[src/rtl/cw_tone_analyzer_if.sv]
// Sample-in / result-out bundle for the CW tone analyzer.
// The slave view is the analyzer; the master view is the sample source and result consumer.
interface cw_tone_analyzer_if #(
  parameter int DATA_WIDTH   = 32,
  parameter int PERIOD_WIDTH = 24
);
  logic                           io_in_valid;
  logic signed [DATA_WIDTH-1:0]   io_in_value;
  logic                           io_out_valid;
  logic                           io_out_ready;
  logic        [PERIOD_WIDTH-1:0] io_out_period;
  logic signed [DATA_WIDTH-1:0]   io_out_peak;
  logic signed [DATA_WIDTH-1:0]   io_out_trough;
  logic                           io_locked;
  logic                           io_overrun;

  modport master (
    output io_in_valid, io_in_value, io_out_ready,
    input  io_out_valid, io_out_period, io_out_peak, io_out_trough,
    input  io_locked, io_overrun
  );

  modport slave (
    input  io_in_valid, io_in_value, io_out_ready,
    output io_out_valid, io_out_period, io_out_peak, io_out_trough,
    output io_locked, io_overrun
  );
endinterface

[src/rtl/cw_tone_analyzer.sv]
// Measures period, peak and trough of a signed tone between rising crossings with hysteresis,
// rejects short glitch periods, and hands each result out through a one-entry valid/ready register.
module cw_tone_analyzer #(
  parameter int          DATA_WIDTH   = 32,
  parameter int          PERIOD_WIDTH = 24,
  parameter int unsigned HYST         = 0,
  parameter int unsigned MIN_PERIOD   = 4
) (
  input  logic              clock,
  input  logic              reset,
  cw_tone_analyzer_if.slave tone
);

  localparam logic [1:0] SEARCH  = 2'd0;
  localparam logic [1:0] ARMED0  = 2'd1;
  localparam logic [1:0] MEASURE = 2'd2;

  localparam logic [PERIOD_WIDTH-1:0]      COUNT_MAX = {PERIOD_WIDTH{1'b1}};
  localparam logic [PERIOD_WIDTH-1:0]      COUNT_ONE = PERIOD_WIDTH'(1);
  localparam logic [PERIOD_WIDTH-1:0]      MIN_COUNT = PERIOD_WIDTH'(MIN_PERIOD);
  localparam logic signed [DATA_WIDTH-1:0] HYST_POS  = DATA_WIDTH'(HYST);
  localparam logic signed [DATA_WIDTH-1:0] HYST_NEG  = -HYST_POS;

  function automatic logic signed [DATA_WIDTH-1:0] smax(
    input logic signed [DATA_WIDTH-1:0] a,
    input logic signed [DATA_WIDTH-1:0] b
  );
    return (a > b) ? a : b;
  endfunction

  function automatic logic signed [DATA_WIDTH-1:0] smin(
    input logic signed [DATA_WIDTH-1:0] a,
    input logic signed [DATA_WIDTH-1:0] b
  );
    return (a < b) ? a : b;
  endfunction

  logic [1:0]                     state_r,  state_nxt_s;
  logic [PERIOD_WIDTH-1:0]        count_r,  count_nxt_s, count_inc_s;
  logic signed [DATA_WIDTH-1:0]   max_r,    max_nxt_s;
  logic signed [DATA_WIDTH-1:0]   min_r,    min_nxt_s;
  logic                           armed_r,  armed_nxt_s;
  logic signed [DATA_WIDTH-1:0]   sample_s;
  logic                           is_low_s, is_cross_s;
  logic                           emit_s,   unlock_s, load_s, drop_s;

  logic                           out_valid_r;
  logic [PERIOD_WIDTH-1:0]        out_period_r;
  logic signed [DATA_WIDTH-1:0]   out_peak_r;
  logic signed [DATA_WIDTH-1:0]   out_trough_r;
  logic                           locked_r;
  logic                           overrun_r;

  assign sample_s   = tone.io_in_value;
  assign is_low_s   = (sample_s < HYST_NEG);
  assign is_cross_s = (sample_s >= HYST_POS);

  // Crossing detection and per-period accumulation; only valid samples advance state.
  always_comb begin
    state_nxt_s = state_r;
    count_nxt_s = count_r;
    max_nxt_s   = max_r;
    min_nxt_s   = min_r;
    armed_nxt_s = armed_r;
    emit_s      = 1'b0;
    unlock_s    = 1'b0;
    count_inc_s = (count_r == COUNT_MAX) ? COUNT_MAX : (count_r + COUNT_ONE);
    if (tone.io_in_valid) begin
      case (state_r)
        SEARCH: begin
          if (is_low_s) begin
            state_nxt_s = ARMED0;
          end else begin
            state_nxt_s = SEARCH;
          end
        end
        ARMED0: begin
          if (is_cross_s) begin
            state_nxt_s = MEASURE;
            count_nxt_s = COUNT_ONE;
            max_nxt_s   = sample_s;
            min_nxt_s   = sample_s;
            armed_nxt_s = 1'b0;
          end else begin
            state_nxt_s = ARMED0;
          end
        end
        MEASURE: begin
          if (is_cross_s && armed_r) begin
            // count_r still excludes the crossing sample, so it is the completed period
            if (count_r >= MIN_COUNT) begin
              emit_s = 1'b1;
            end else begin
              unlock_s = 1'b1;
            end
            state_nxt_s = MEASURE;
            count_nxt_s = COUNT_ONE;
            max_nxt_s   = sample_s;
            min_nxt_s   = sample_s;
            armed_nxt_s = 1'b0;
          end else begin
            count_nxt_s = count_inc_s;
            max_nxt_s   = smax(max_r, sample_s);
            min_nxt_s   = smin(min_r, sample_s);
            armed_nxt_s = armed_r | is_low_s;
            if (count_inc_s == COUNT_MAX) begin
              state_nxt_s = SEARCH;
              unlock_s    = 1'b1;
            end else begin
              state_nxt_s = MEASURE;
            end
          end
        end
        default: begin
          state_nxt_s = SEARCH;
        end
      endcase
    end else begin
      state_nxt_s = state_r;
    end
  end

  // Result register acceptance: load when empty or draining this cycle, otherwise drop.
  always_comb begin
    load_s = 1'b0;
    drop_s = 1'b0;
    if (emit_s) begin
      if (!out_valid_r || tone.io_out_ready) begin
        load_s = 1'b1;
      end else begin
        drop_s = 1'b1;
      end
    end else begin
      load_s = 1'b0;
    end
  end

  // Measurement state registers.
  always_ff @(posedge clock) begin
    if (reset) begin
      state_r <= SEARCH;
      count_r <= {PERIOD_WIDTH{1'b0}};
      max_r   <= {DATA_WIDTH{1'b0}};
      min_r   <= {DATA_WIDTH{1'b0}};
      armed_r <= 1'b0;
    end else begin
      state_r <= state_nxt_s;
      count_r <= count_nxt_s;
      max_r   <= max_nxt_s;
      min_r   <= min_nxt_s;
      armed_r <= armed_nxt_s;
    end
  end

  // Result register, lock indicator and sticky overrun flag.
  always_ff @(posedge clock) begin
    if (reset) begin
      out_valid_r  <= 1'b0;
      out_period_r <= {PERIOD_WIDTH{1'b0}};
      out_peak_r   <= {DATA_WIDTH{1'b0}};
      out_trough_r <= {DATA_WIDTH{1'b0}};
      locked_r     <= 1'b0;
      overrun_r    <= 1'b0;
    end else begin
      if (load_s) begin
        out_valid_r  <= 1'b1;
        out_period_r <= count_r;
        out_peak_r   <= max_r;
        out_trough_r <= min_r;
      end else if (out_valid_r && tone.io_out_ready) begin
        out_valid_r <= 1'b0;
      end
      if (drop_s) begin
        overrun_r <= 1'b1;
      end
      if (emit_s) begin
        locked_r <= 1'b1;
      end else if (unlock_s) begin
        locked_r <= 1'b0;
      end
    end
  end

  assign tone.io_out_valid  = out_valid_r;
  assign tone.io_out_period = out_period_r;
  assign tone.io_out_peak   = out_peak_r;
  assign tone.io_out_trough = out_trough_r;
  assign tone.io_locked     = locked_r;
  assign tone.io_overrun    = overrun_r;

endmodule

[src/flat_wrapper.sv]
// flat-port wrapper written by rule: the top's interface ports become plain ports
module cw_tone_analyzer_flat 
#(
  parameter int          DATA_WIDTH   = 32,
  parameter int          PERIOD_WIDTH = 24,
  parameter int unsigned HYST         = 0,
  parameter int unsigned MIN_PERIOD   = 4
)
  (clock, reset, tone_io_in_valid, tone_io_in_value, tone_io_out_ready, tone_io_out_valid, tone_io_out_period, tone_io_out_peak, tone_io_out_trough, tone_io_locked, tone_io_overrun);
  cw_tone_analyzer_if #(.DATA_WIDTH(DATA_WIDTH), .PERIOD_WIDTH(PERIOD_WIDTH)) tone_i ();
  input  logic clock;
  input  logic reset;
  input wire logic [$bits(tone_i.io_in_valid)-1:0] tone_io_in_valid;
  input wire logic [$bits(tone_i.io_in_value)-1:0] tone_io_in_value;
  input wire logic [$bits(tone_i.io_out_ready)-1:0] tone_io_out_ready;
  output wire logic [$bits(tone_i.io_out_valid)-1:0] tone_io_out_valid;
  output wire logic [$bits(tone_i.io_out_period)-1:0] tone_io_out_period;
  output wire logic [$bits(tone_i.io_out_peak)-1:0] tone_io_out_peak;
  output wire logic [$bits(tone_i.io_out_trough)-1:0] tone_io_out_trough;
  output wire logic [$bits(tone_i.io_locked)-1:0] tone_io_locked;
  output wire logic [$bits(tone_i.io_overrun)-1:0] tone_io_overrun;
  assign tone_i.io_in_valid = tone_io_in_valid;
  assign tone_i.io_in_value = tone_io_in_value;
  assign tone_i.io_out_ready = tone_io_out_ready;
  assign tone_io_out_valid = tone_i.io_out_valid;
  assign tone_io_out_period = tone_i.io_out_period;
  assign tone_io_out_peak = tone_i.io_out_peak;
  assign tone_io_out_trough = tone_i.io_out_trough;
  assign tone_io_locked = tone_i.io_locked;
  assign tone_io_overrun = tone_i.io_overrun;
  cw_tone_analyzer #(.DATA_WIDTH(DATA_WIDTH), .PERIOD_WIDTH(PERIOD_WIDTH), .HYST(HYST), .MIN_PERIOD(MIN_PERIOD)) u_core (.clock(clock), .reset(reset), .tone(tone_i));
endmodule
[config.mk]
export PLATFORM = sky130hd
export DESIGN_NAME = cw_tone_analyzer_flat
export DESIGN_NICKNAME = d
export VERILOG_FILES = /design/src/rtl/cw_tone_analyzer_if.sv /design/src/rtl/cw_tone_analyzer.sv /design/src/flat_wrapper.sv
export SDC_FILE = /design/constraint.sdc
export NUM_CORES = 1
export LEC_CHECK = 0
export ABC_AREA = 0
export CAP_MARGIN = 10
export CELL_PAD_IN_SITES_DETAIL_PLACEMENT = 0
export CELL_PAD_IN_SITES_GLOBAL_PLACEMENT = 1
export CORE_ASPECT_RATIO = 0.9
export CORE_MARGIN = 3
export CORE_UTILIZATION = 41
export CTS_BUF_LIST = sky130_fd_sc_hd__clkbuf_16
export DETAILED_ROUTE_END_ITERATION = 12
export PLACE_DENSITY_LB_ADDON = 0.1
export SYNTH_ARGS = -nofsm -noshare
export SYNTH_HDL_FRONTEND = slang
export SYNTH_SLANG_ARGS = --single-unit
[constraint.sdc]
create_clock -name clock -period 2.87 [get_ports clock]
set_clock_uncertainty 0.05 [all_clocks]
set_input_delay 0.574 -clock clock [delete_from_list [all_inputs] [get_ports clock]]
set_output_delay 0.574 -clock clock [all_outputs]
set_load 0.02 [all_outputs]
==> results of run 1 <==
-- layout make-up --
class	instances	share of cell area, %
multi-input combinational	790	43.1
sequential	182	30.3
timing repair buffer	203	17.6
clock buffer	17	3.53
tap	291	3.02
inverter	43	1.34
clock inverter	15	1.19
-- per-stage QoR --
step                hold slack [ns]  worst slack (ns)  setup TNS [ns]
floorplan                     0.390             0.207               0
global placement              0.392            -0.604          -35.18
detailed placement            0.397            -0.672          -34.18
CTS                           0.408           -0.0171         -0.0171
global route                  0.423           -0.0158          -0.123
finish                        0.403            0.0757               0
-- routing by layer --
metal | global-route usage [%] | vias up | wire length (um)
met5 | 0 | - | 0
met4 | 4.61 | 0 | 202
met3 | 4.03 | 13 | 1010
met2 | 29.4 | 158 | 10500
met1 | 30.7 | 3634 | 13300
li1 | - | 4064 | -
-- state kept, by name (all words and copies together) (netlist names) --
| name | count |
|---|---|
| u_core.tone.io_overrun | 1 |
| u_core.armed_r | 1 |
| u_core.tone.io_out_peak | 32 |
| u_core.min_r | 32 |
| u_core.tone.io_locked | 1 |
| u_core.tone.io_out_trough | 32 |
| u_core.tone.io_out_period | 24 |
| u_core.state_r | 2 |
| u_core.max_r | 32 |
| u_core.tone.io_out_valid | 1 |
| u_core.count_r | 24 |
-- how the worst max path moves through the flow --
stage,to,from,slack [ns],cells after the start
floorplan,u_core.min_r[10]$_SDFFE_PP0P_,tone_io_in_value[21],0.21,10
CTS,u_core.min_r[5]$_SDFFE_PP0P_,tone_io_in_value[21],-0.02,12
global route,u_core.max_r[27]$_SDFFE_PP0P_,tone_io_in_value[31],-0.02,15
global placement,u_core.min_r[8]$_SDFFE_PP0P_,tone_io_in_value[21],-0.60,11
detailed placement,u_core.min_r[5]$_SDFFE_PP0P_,tone_io_in_value[21],-0.67,11
finish,u_core.max_r[7]$_SDFFE_PP0P_,tone_io_in_value[11],0.08,13
-- cell families (layout without fill, tap and decap cells) --
logic type	count (synthesis)	count (layout)	synth area share, %
AND/OR/NAND/NOR	432	432	23.9
XOR/XNOR	5	5	0.480
adder cells (fa/ha/maj)	69	69	9.46
buffers and inverters	114	278	5.55
AO/OA/AOI/OAI	219	219	13.6
multiplexers	65	65	7.13
flip-flops	182	182	39.9
-- timing repair --
item                       4_1_cts  5_1_grt
resized for setup                6       45
setup endpoints to repair       53       64
setup buffers                    2        5
gates cloned                     0        5
pin swaps                        1       16
-- power groups by stage --
stage	sequential, W	combinational, W	clock, W
2_1_floorplan	0.00269	0.000380	0
6_report	0.00265	0.000736	0.00231
5_1_grt	0.00266	0.000808	0.00248
3_3_place_gp	0.00271	0.000628	0
4_1_cts	0.00265	0.000649	0.00238
3_5_place_dp	0.00271	0.000635	0
-- worst min-delay path, delay by kind of cell, from the launching register on --
kind	cells	cell delay, ns
AOI/OAI and AO/OA	1	0.05
DFF	1	0.31
and+or+nand+nor	1	0.05
-- synthesized netlist by cell type, types with 4 or more instances --
| cell | number |
|---|---|
| o22ai_1 | 5 |
| a31oi_1 | 11 |
| buf_4 | 6 |
| o211ai_1 | 4 |
| a21oi_1 | 144 |
| nor4_1 | 11 |
| dfxtp_1 | 182 |
| nor2_1 | 17 |
| o21ai_0 | 19 |
| nand2b_1 | 98 |
| or4_1 | 4 |
| a211oi_1 | 8 |
| a21o_1 | 9 |
| and3_1 | 7 |
| mux2i_1 | 65 |
| buf_2 | 27 |
| nand4_1 | 22 |
| clkbuf_1 | 35 |
| inv_1 | 43 |
| nand2_1 | 207 |
| ha_1 | 69 |
| and4_1 | 4 |
| nor3_1 | 17 |
| a221oi_1 | 4 |
| nand3_1 | 27 |
==> qor.yml, run 1 <==
floorplanning:
  die_h_um: 148
  num_io_pins: 127
  fp-row-count: 51
  start_util_pct: 42.0
  dieArea_mm2: 0.0241
  chipWidth_um: 163
  coreArea_mm2: 0.0218
worst_setup_path:
  rrSetupSlack_ns: 0.29
  r2r_cells: 6
  crit_path_cell_trace: "clkdlybuf4s50_1, inv_2, ha_4, nand4_1, buf_4, buf_4, a2111oi_4, o41ai_2, buf_4, a31oi_4, buf_6, clkbuf_16, mux2i_1"
  cp-end-kind: "register"
  start_kind: "primary input"
  arrival_ns: 3.11
  crit_buf_inv: 7
  r2r_start: "u_core.count_r[7]$_SDFFE_PP0P_"
  critPathTopFamily: "buffers and inverters"
  crit_type: "in -> reg"
  reg2reg_to: "u_core.tone.io_locked$_SDFFE_PP0P_"
  critPathMaxStageDelay_ns: 0.51
  required_ns: 3.19
  critPathSlowestCell: "clkdlybuf4s50_1"
  cp_max_fo: 5
  crit_top_cell: "buf_4"
global_route:
  grt_max_degree: 70
  grt.total_usage_pct: 20.2
  grt_pass1_vias: 7551
  grt_pass1_wl_um: 39700
  overflow: 0
  antenna_found_initial: 0
sta:
  setup_violations: 0
  max_freq_mhz: 358
  max_slew_margin_pct: 68.8
  hold_viol: 0
  rsz0062_at_grt: "yes"
  slew_violations: 0
  fin_crit_ns: 2.79
  worst_pin_slew_ns: 0.465
  period_share_pct: 97.4
power_and_ir_drop:
  switchingPower_w: 0.00152
  p_comb_share_pct: 12.9
  totalPowerFinal_w: 0.00571
  p_seq_share_pct: 46.5
  internal-power_w: 0.00418
  ir_drop_v: 0.000310
  switching_share_pct: 26.7
  p_per_area_mw_per_mm2: 474
  clkPwrFrac_pct: 40.6
  p_leak_nw: 4.83
cells_and_area:
  drive_above_1_share_pct: 11.7
  n_antenna_cell: 0
  final_util_pct: 55.3
  final_cells: 1541
  layout_commonest_cell: "nand2_1"
  fillers: 2053
  fin_nets: 1342
  syn2layout_area_growth_pct: 31.9
  multi_input_area_mm2: 0.00519
  layout_common_cells: "207 x nand2_1, 182 x dfxtp_1, 142 x a21oi_1, 112 x clkdlybuf4s50_1, 98 x nand2b_1"
  regArea_mm2: 0.00364
  fin_area_mm2: 0.0120
placement:
  dp_hpwl_um: 17300
  placed_cells: 1497
  gp_congestion: 0.820
  placed_area_mm2: 0.0111
  io_buffer_count: 126
cts:
  cts_root_buf: "clkbuf_16"
  worst_setup_hold_path_clk_slew_ns: 0.08
  cts_buffer_depth: 2
  cts_made_buffers: 17
  cts_tree: "yes"
  clkLatencyLatePin_ns: 0.44
  cts-hold-fix-buffers: 0
  numClockSinks: 182
  htree_levels: 4
drt:
  post_drt_via_cell_ratio: 5.11
  dr.pass1.iters: 5
  drtIter0Drc: 473
  detail-route-antenna-nets: 0
  dr_total_vias: 7869
  drc: 0
  wl_um: 25100
  wl_per_cell_um: 16.3
synthesis:
  synth_nets: 1191
  yosys_warnings: 0
  synth_ff_type: "dfxtp_1"
  synth-seq-cells: 182
  synth_top_area_share_pct: 39.9
  yosys.cell_types.count: 51
  synth-edff-count: 0
  synth-seq-area-share_pct: 39.9
  synth_area_leader_cell: "dfxtp_1"
  synthArstFlopShare_pct: 0
  yosys-top-cells-area: "dfxtp_1 40%, ha_1 9.5%, nand2_1 8.5%, a21oi_1 7.9%, mux2i_1 7.1%"
  netlist_instances: 1086
  syn-cell-area_mm2: 0.00913
  synth.avg_cell_area_um2: 8.41
min_path:
  worstHoldStart: "u_core.tone.io_out_peak[12]$_SDFFE_PP0P_"
  hold_path.class: "reg -> reg"
  worstHoldEndpoint: "u_core.tone.io_out_peak[12]$_SDFFE_PP0P_"
  holdPathStages: 2
run:
  drv_cap: 0
run_status:
  status: "finished clean"
(Power assumes the default switching activity.)
==> run 2, diff against run 1 <==
--- a/config.mk
+++ b/config.mk
@@ -11,9 +11,10 @@
 export CELL_PAD_IN_SITES_GLOBAL_PLACEMENT = 1
 export CORE_ASPECT_RATIO = 0.9
 export CORE_MARGIN = 3
-export CORE_UTILIZATION = 41
+export CORE_UTILIZATION = 48
 export CTS_BUF_LIST = sky130_fd_sc_hd__clkbuf_16
 export DETAILED_ROUTE_END_ITERATION = 12
+export DONT_BUFFER_PORTS = 1
 export PLACE_DENSITY_LB_ADDON = 0.1
 export SYNTH_ARGS = -nofsm -noshare
 export SYNTH_HDL_FRONTEND = slang
==> run 2 against run 1 <==
Against the previous run:
- routed wire length decreased by 6.6%
- total power decreased by 7.9%
- utilization decreased by 1.2 points
- clock power decreased by 7%
- final cell count decreased by 14%
- via count decreased by 7.5%
- non-clock buffer count decreased by 163
- hold slack got worse by 0.22 ns
- combinational power decreased by 38%
- sequential power about the same
- critical path type is now reg -> reg
==> qor.yml, run 2 (synthesized netlist as in run 1, its figures left out) <==
sta:
  worst_pin_slew_ns: 0.458
  period_share_pct: 88.3
  fin_tns_setup_ns: 0
  fin_crit_ns: 2.53
  setup_violations: 0
  max_slew_margin_pct: 69.2
  max_freq_mhz: 395
  rsz0062_at_grt: "no"
  hold_viol: 0
  slew_violations: 0
floorplanning:
  coreArea_mm2: 0.0185
  chipWidth_um: 151
  dieArea_mm2: 0.0207
  start_util_pct: 49.3
  fp-row-count: 47
  die_h_um: 137
  num_io_pins: 127
worst_setup_path:
  critPathMaxStageDelay_ns: 0.53
  critPathTopFamily: "simple AND/OR/NAND/NOR gates"
  cp-end-kind: "register"
  critPathSlowestCell: "or4_1"
  rrSetupSlack_ns: 0.34
  crit_path_cell_trace: "ha_1, a21o_1, nand3_1, a211oi_1, or4_1, nor3b_1, nor3_4, buf_12, mux2i_1"
  required_ns: 3.17
  crit_type: "reg -> reg"
  arrival_ns: 2.83
  start_kind: "register"
  crit_buf_inv: 1
  cp_max_fo: 28
cells_and_area:
  drive_above_1_share_pct: 7.37
  fillers: 1796
  fin_nets: 1179
  syn2layout_area_growth_pct: 9.77
  multi_input_area_mm2: 0.00500
  n_antenna_cell: 0
  layout_common_cells: "207 x nand2_1, 182 x dfxtp_1, 144 x a21oi_1, 98 x nand2b_1, 69 x ha_1"
  fin_area_mm2: 0.0100
  layout_commonest_cell: "nand2_1"
  regArea_mm2: 0.00364
cts:
  cts_root_buf: "clkbuf_16"
  cts_made_buffers: 17
  cts-hold-fix-buffers: 0
  cts_tree: "yes"
  numClockSinks: 182
  cts_setup_buffers: 0
  worst_setup_hold_path_clk_slew_ns: 0.07
  cts-resized-gates: 0
  clkLatencyLatePin_ns: 0.43
  htree_levels: 4
  cts_buffer_depth: 2
global_route:
  grt_max_degree: 217
  antenna_found_initial: 0
  grt_pass1_wl_um: 37700
  grt_pass1_vias: 6962
  grt.total_usage_pct: 22.9
  overflow: 0
power_and_ir_drop:
  ir_drop_v: 0.000371
  p_leak_nw: 4.00
  p_per_area_mw_per_mm2: 524
placement:
  io_buffer_count: 0
  dp_hpwl_um: 16800
  gp_congestion: 0.871
  placed_area_mm2: 0.00950
run_status:
  status: "finished clean"
drt:
  wl_per_cell_um: 17.6
  dr.pass1.iters: 5
  post_drt_via_cell_ratio: 5.47
  drtIter0Drc: 495
  detail-route-antenna-nets: 0
  wl_um: 23400
  dr_total_vias: 7277
  drc: 0
min_path:
  hold_path.class: "in -> reg"
run:
  drv_cap: 0
run 2: final cells by class:
cell class / count / area share (%)
clock inverter: 14 / 1.01
inverter: 43 / 1.61
timing repair buffer: 40 / 3.87
sequential: 182 / 36.4
multi-input combinational: 790 / 49.9
clock buffer: 17 / 4.24
tap: 245 / 3.06
run 2: final timing paths:
path | start | to | cells after the start
worst max register to register | u_core.min_r[21]$_SDFFE_PP0P_ | u_core.min_r[16]$_SDFFE_PP0P_ | 9
worst max-delay path | u_core.min_r[21]$_SDFFE_PP0P_ | u_core.min_r[16]$_SDFFE_PP0P_ | 9
worst min-delay path | reset | u_core.tone.io_out_peak[14]$_SDFFE_PP0P_ | 1
worst min register to register | u_core.min_r[13]$_SDFFE_PP0P_ | u_core.tone.io_out_trough[13]$_SDFFE_PP0P_ | 2
run 2: power by group:
part           switching (W)  total (W)  internal (W)  leakage (nW)
Combinational       0.000241   0.000453      0.000212          2.27
Sequential         0.0000626    0.00265       0.00259          1.47
Clock                0.00104    0.00215       0.00111         0.259
run 2: routing by layer:
layer  GRT usage (%)  share of wire, %
met1            34.9                51
met2            32.2                41
met3            6.42               8.1
met4            4.18              0.73
met5               0                 0
run 2: through the flow:
step	cells	utilization [%]	hold slack [ns]	total power (W)	setup slack (ns)
after floorplan	1086	-	0.390	0.00307	0.207
after global placement	1300	51.3	0.410	0.00316	0.112
after detailed placement	1300	51.3	0.411	0.00316	0.0574
after CTS	1331	54.1	0.151	0.00532	0.317
after global routing	1331	54.1	0.162	0.00548	0.146
final	1331	54.1	0.179	0.00526	0.336
==> run 3, diff against run 2 <==
--- a/config.mk
+++ b/config.mk
@@ -7,15 +7,16 @@
 export LEC_CHECK = 0
 export ABC_AREA = 0
 export CAP_MARGIN = 10
-export CELL_PAD_IN_SITES_DETAIL_PLACEMENT = 0
-export CELL_PAD_IN_SITES_GLOBAL_PLACEMENT = 1
+export CELL_PAD_IN_SITES_DETAIL_PLACEMENT = 1
+export CELL_PAD_IN_SITES_GLOBAL_PLACEMENT = 2
 export CORE_ASPECT_RATIO = 0.9
 export CORE_MARGIN = 3
-export CORE_UTILIZATION = 48
+export CORE_UTILIZATION = 38
 export CTS_BUF_LIST = sky130_fd_sc_hd__clkbuf_16
 export DETAILED_ROUTE_END_ITERATION = 12
 export DONT_BUFFER_PORTS = 1
 export PLACE_DENSITY_LB_ADDON = 0.1
+export SKIP_LAST_GASP = 1
 export SYNTH_ARGS = -nofsm -noshare
 export SYNTH_HDL_FRONTEND = slang
 export SYNTH_SLANG_ARGS = --single-unit
==> run 3 against run 2 <==
Against the previous run:
- final area grew 1.0%
- global-route usage is 2.5 points lower
- hold slack worse by 0.021 ns
- critical endpoint is now u_core.state_r[1]$_SDFFE_PP0P_
- sequential share of layout area down 0.36 points
- critical path type unchanged
- clock-buffer cell count did not move
- die area rose by 25%
- largest power group unchanged
==> qor.yml, run 3 (synthesized netlist as in run 1, its figures left out) <==
cells_and_area:
  n_antenna_cell: 0
  layout_common_cells: "207 x nand2_1, 182 x dfxtp_1, 144 x a21oi_1, 98 x nand2b_1, 69 x ha_1"
  layout_commonest_cell: "nand2_1"
  drive_above_1_share_pct: 7.56
  fin_area_mm2: 0.0101
  final_util_pct: 43.1
  fin_nets: 1176
  syn2layout_area_growth_pct: 10.9
min_path:
  hold_path.class: "in -> reg"
  holdPathStages: 1
global_route:
  grt_max_degree: 217
  antenna_found_initial: 0
  overflow: 0
  grt_pass1_vias: 7623
  grt.total_usage_pct: 20.5
  grt_pass1_wl_um: 42700
cts:
  numClockSinks: 182
  cts_buffer_depth: 2
  cts_made_buffers: 17
  worst_setup_hold_path_clk_slew_ns: 0.08
  cts_root_buf: "clkbuf_16"
  cts_setup_buffers: 0
  cts-hold-fix-buffers: 0
  cts_tree: "yes"
  clkLatencyLatePin_ns: 0.43
  cts-resized-gates: 0
  htree_levels: 4
drt:
  post_drt_via_cell_ratio: 5.37
  wl_um: 26200
  dr.max_layer_used: "met4"
  detail-route-antenna-nets: 0
  wl_per_cell_um: 18.9
  drtIter0Drc: 357
  dr_total_vias: 7440
  routed-wl-met2_um: 11100
  dr.pass1.iters: 4
  wl_met1_um: 13100
  drc: 0
  wl_met3_um: 1860
floorplanning:
  coreArea_mm2: 0.0235
  chipWidth_um: 169
  die_h_um: 153
  dieArea_mm2: 0.0259
  num_io_pins: 127
  start_util_pct: 38.9
  fp-row-count: 53
sta:
  layout_setup_ws_ns: 0.208
  rsz0062_at_grt: "no"
  worst_pin_slew_ns: 0.530
  fin_crit_ns: 2.66
  max_slew_margin_pct: 63.8
  hold_viol: 0
  period_share_pct: 92.8
  max_freq_mhz: 376
  fin_tns_setup_ns: 0
  setup_violations: 0
  slew_violations: 0
worst_setup_path:
  r2r_cells: 6
  critPathSlowestCell: "or4_1"
  crit_type: "reg -> reg"
  required_ns: 3.12
  cp_max_fo: 8
  start_kind: "register"
  crit_path_cell_trace: "nand4_4, or4_1, o31ai_2, a21oi_1, o41ai_1, o21ai_1"
  rrSetupSlack_ns: 0.21
  arrival_ns: 2.91
  critPathMaxStageDelay_ns: 0.69
  cp-end-kind: "register"
run:
  drv_cap: 0
power_and_ir_drop:
  p_per_area_mw_per_mm2: 540
  p_leak_nw: 4.00
  totalPowerFinal_w: 0.00547
  ir_drop_v: 0.000277
run_status:
  status: "finished clean"
placement:
  pre_cts_ws_ns: -0.0832
  io_buffer_count: 0
  gp_congestion: 0.765
  dp_hpwl_um: 18600
  placed_area_mm2: 0.00954
==> run 3: final timing paths <==
check | startpoint | to
worst max register to register | u_core.count_r[9]$_SDFFE_PP0P_ | u_core.state_r[1]$_SDFFE_PP0P_
worst min register to register | u_core.min_r[0]$_SDFFE_PP0P_ | u_core.tone.io_out_trough[0]$_SDFFE_PP0P_
worst min-delay path | reset | u_core.tone.io_out_trough[13]$_SDFFE_PP0P_
worst max-delay path | u_core.count_r[9]$_SDFFE_PP0P_ | u_core.state_r[1]$_SDFFE_PP0P_
==> run 3: layout make-up <==
type / count / area (um2)
fillers: 2792 / 13400
multi-input cells: 790 / 5010
flip-flops and latches: 182 / 3640
clock buffers: 17 / 425
well taps: 302 / 378
repair buffers: 37 / 353
inverters: 43 / 161
clock inverters: 15 / 156
==> run 3: critical path: cells and delay by family (launching register included) <==
family	cells	cell delay [ns]
and+or+nand+nor	2	0.94
DFF	1	0.54
AOI/OAI and AO/OA	4	0.99
==> run 3: per-layer routing <==
layer / up-vias / global-route usage [%]
met5: - / 0
met1: 3559 / 29.5
met3: 14 / 6.36
li1: 3716 / -
met2: 151 / 30.5
met4: 0 / 3.62
==> run 3: stage by stage <==
stage / std cells / hold WS [ns]
floorplan: 1086 / 0.390
global placement: 1354 / 0.404
detailed placement: 1354 / 0.420
CTS: 1386 / 0.130
global route: 1386 / 0.129
finish: 1386 / 0.159
==> run 3: power by group <==
part	total [W]	switching, W	internal [W]
Combinational	0.000472	0.000256	0.000216
Sequential	0.00265	0.0000654	0.00259
Clock	0.00235	0.00118	0.00117
Total	0.00547	0.00150	0.00397
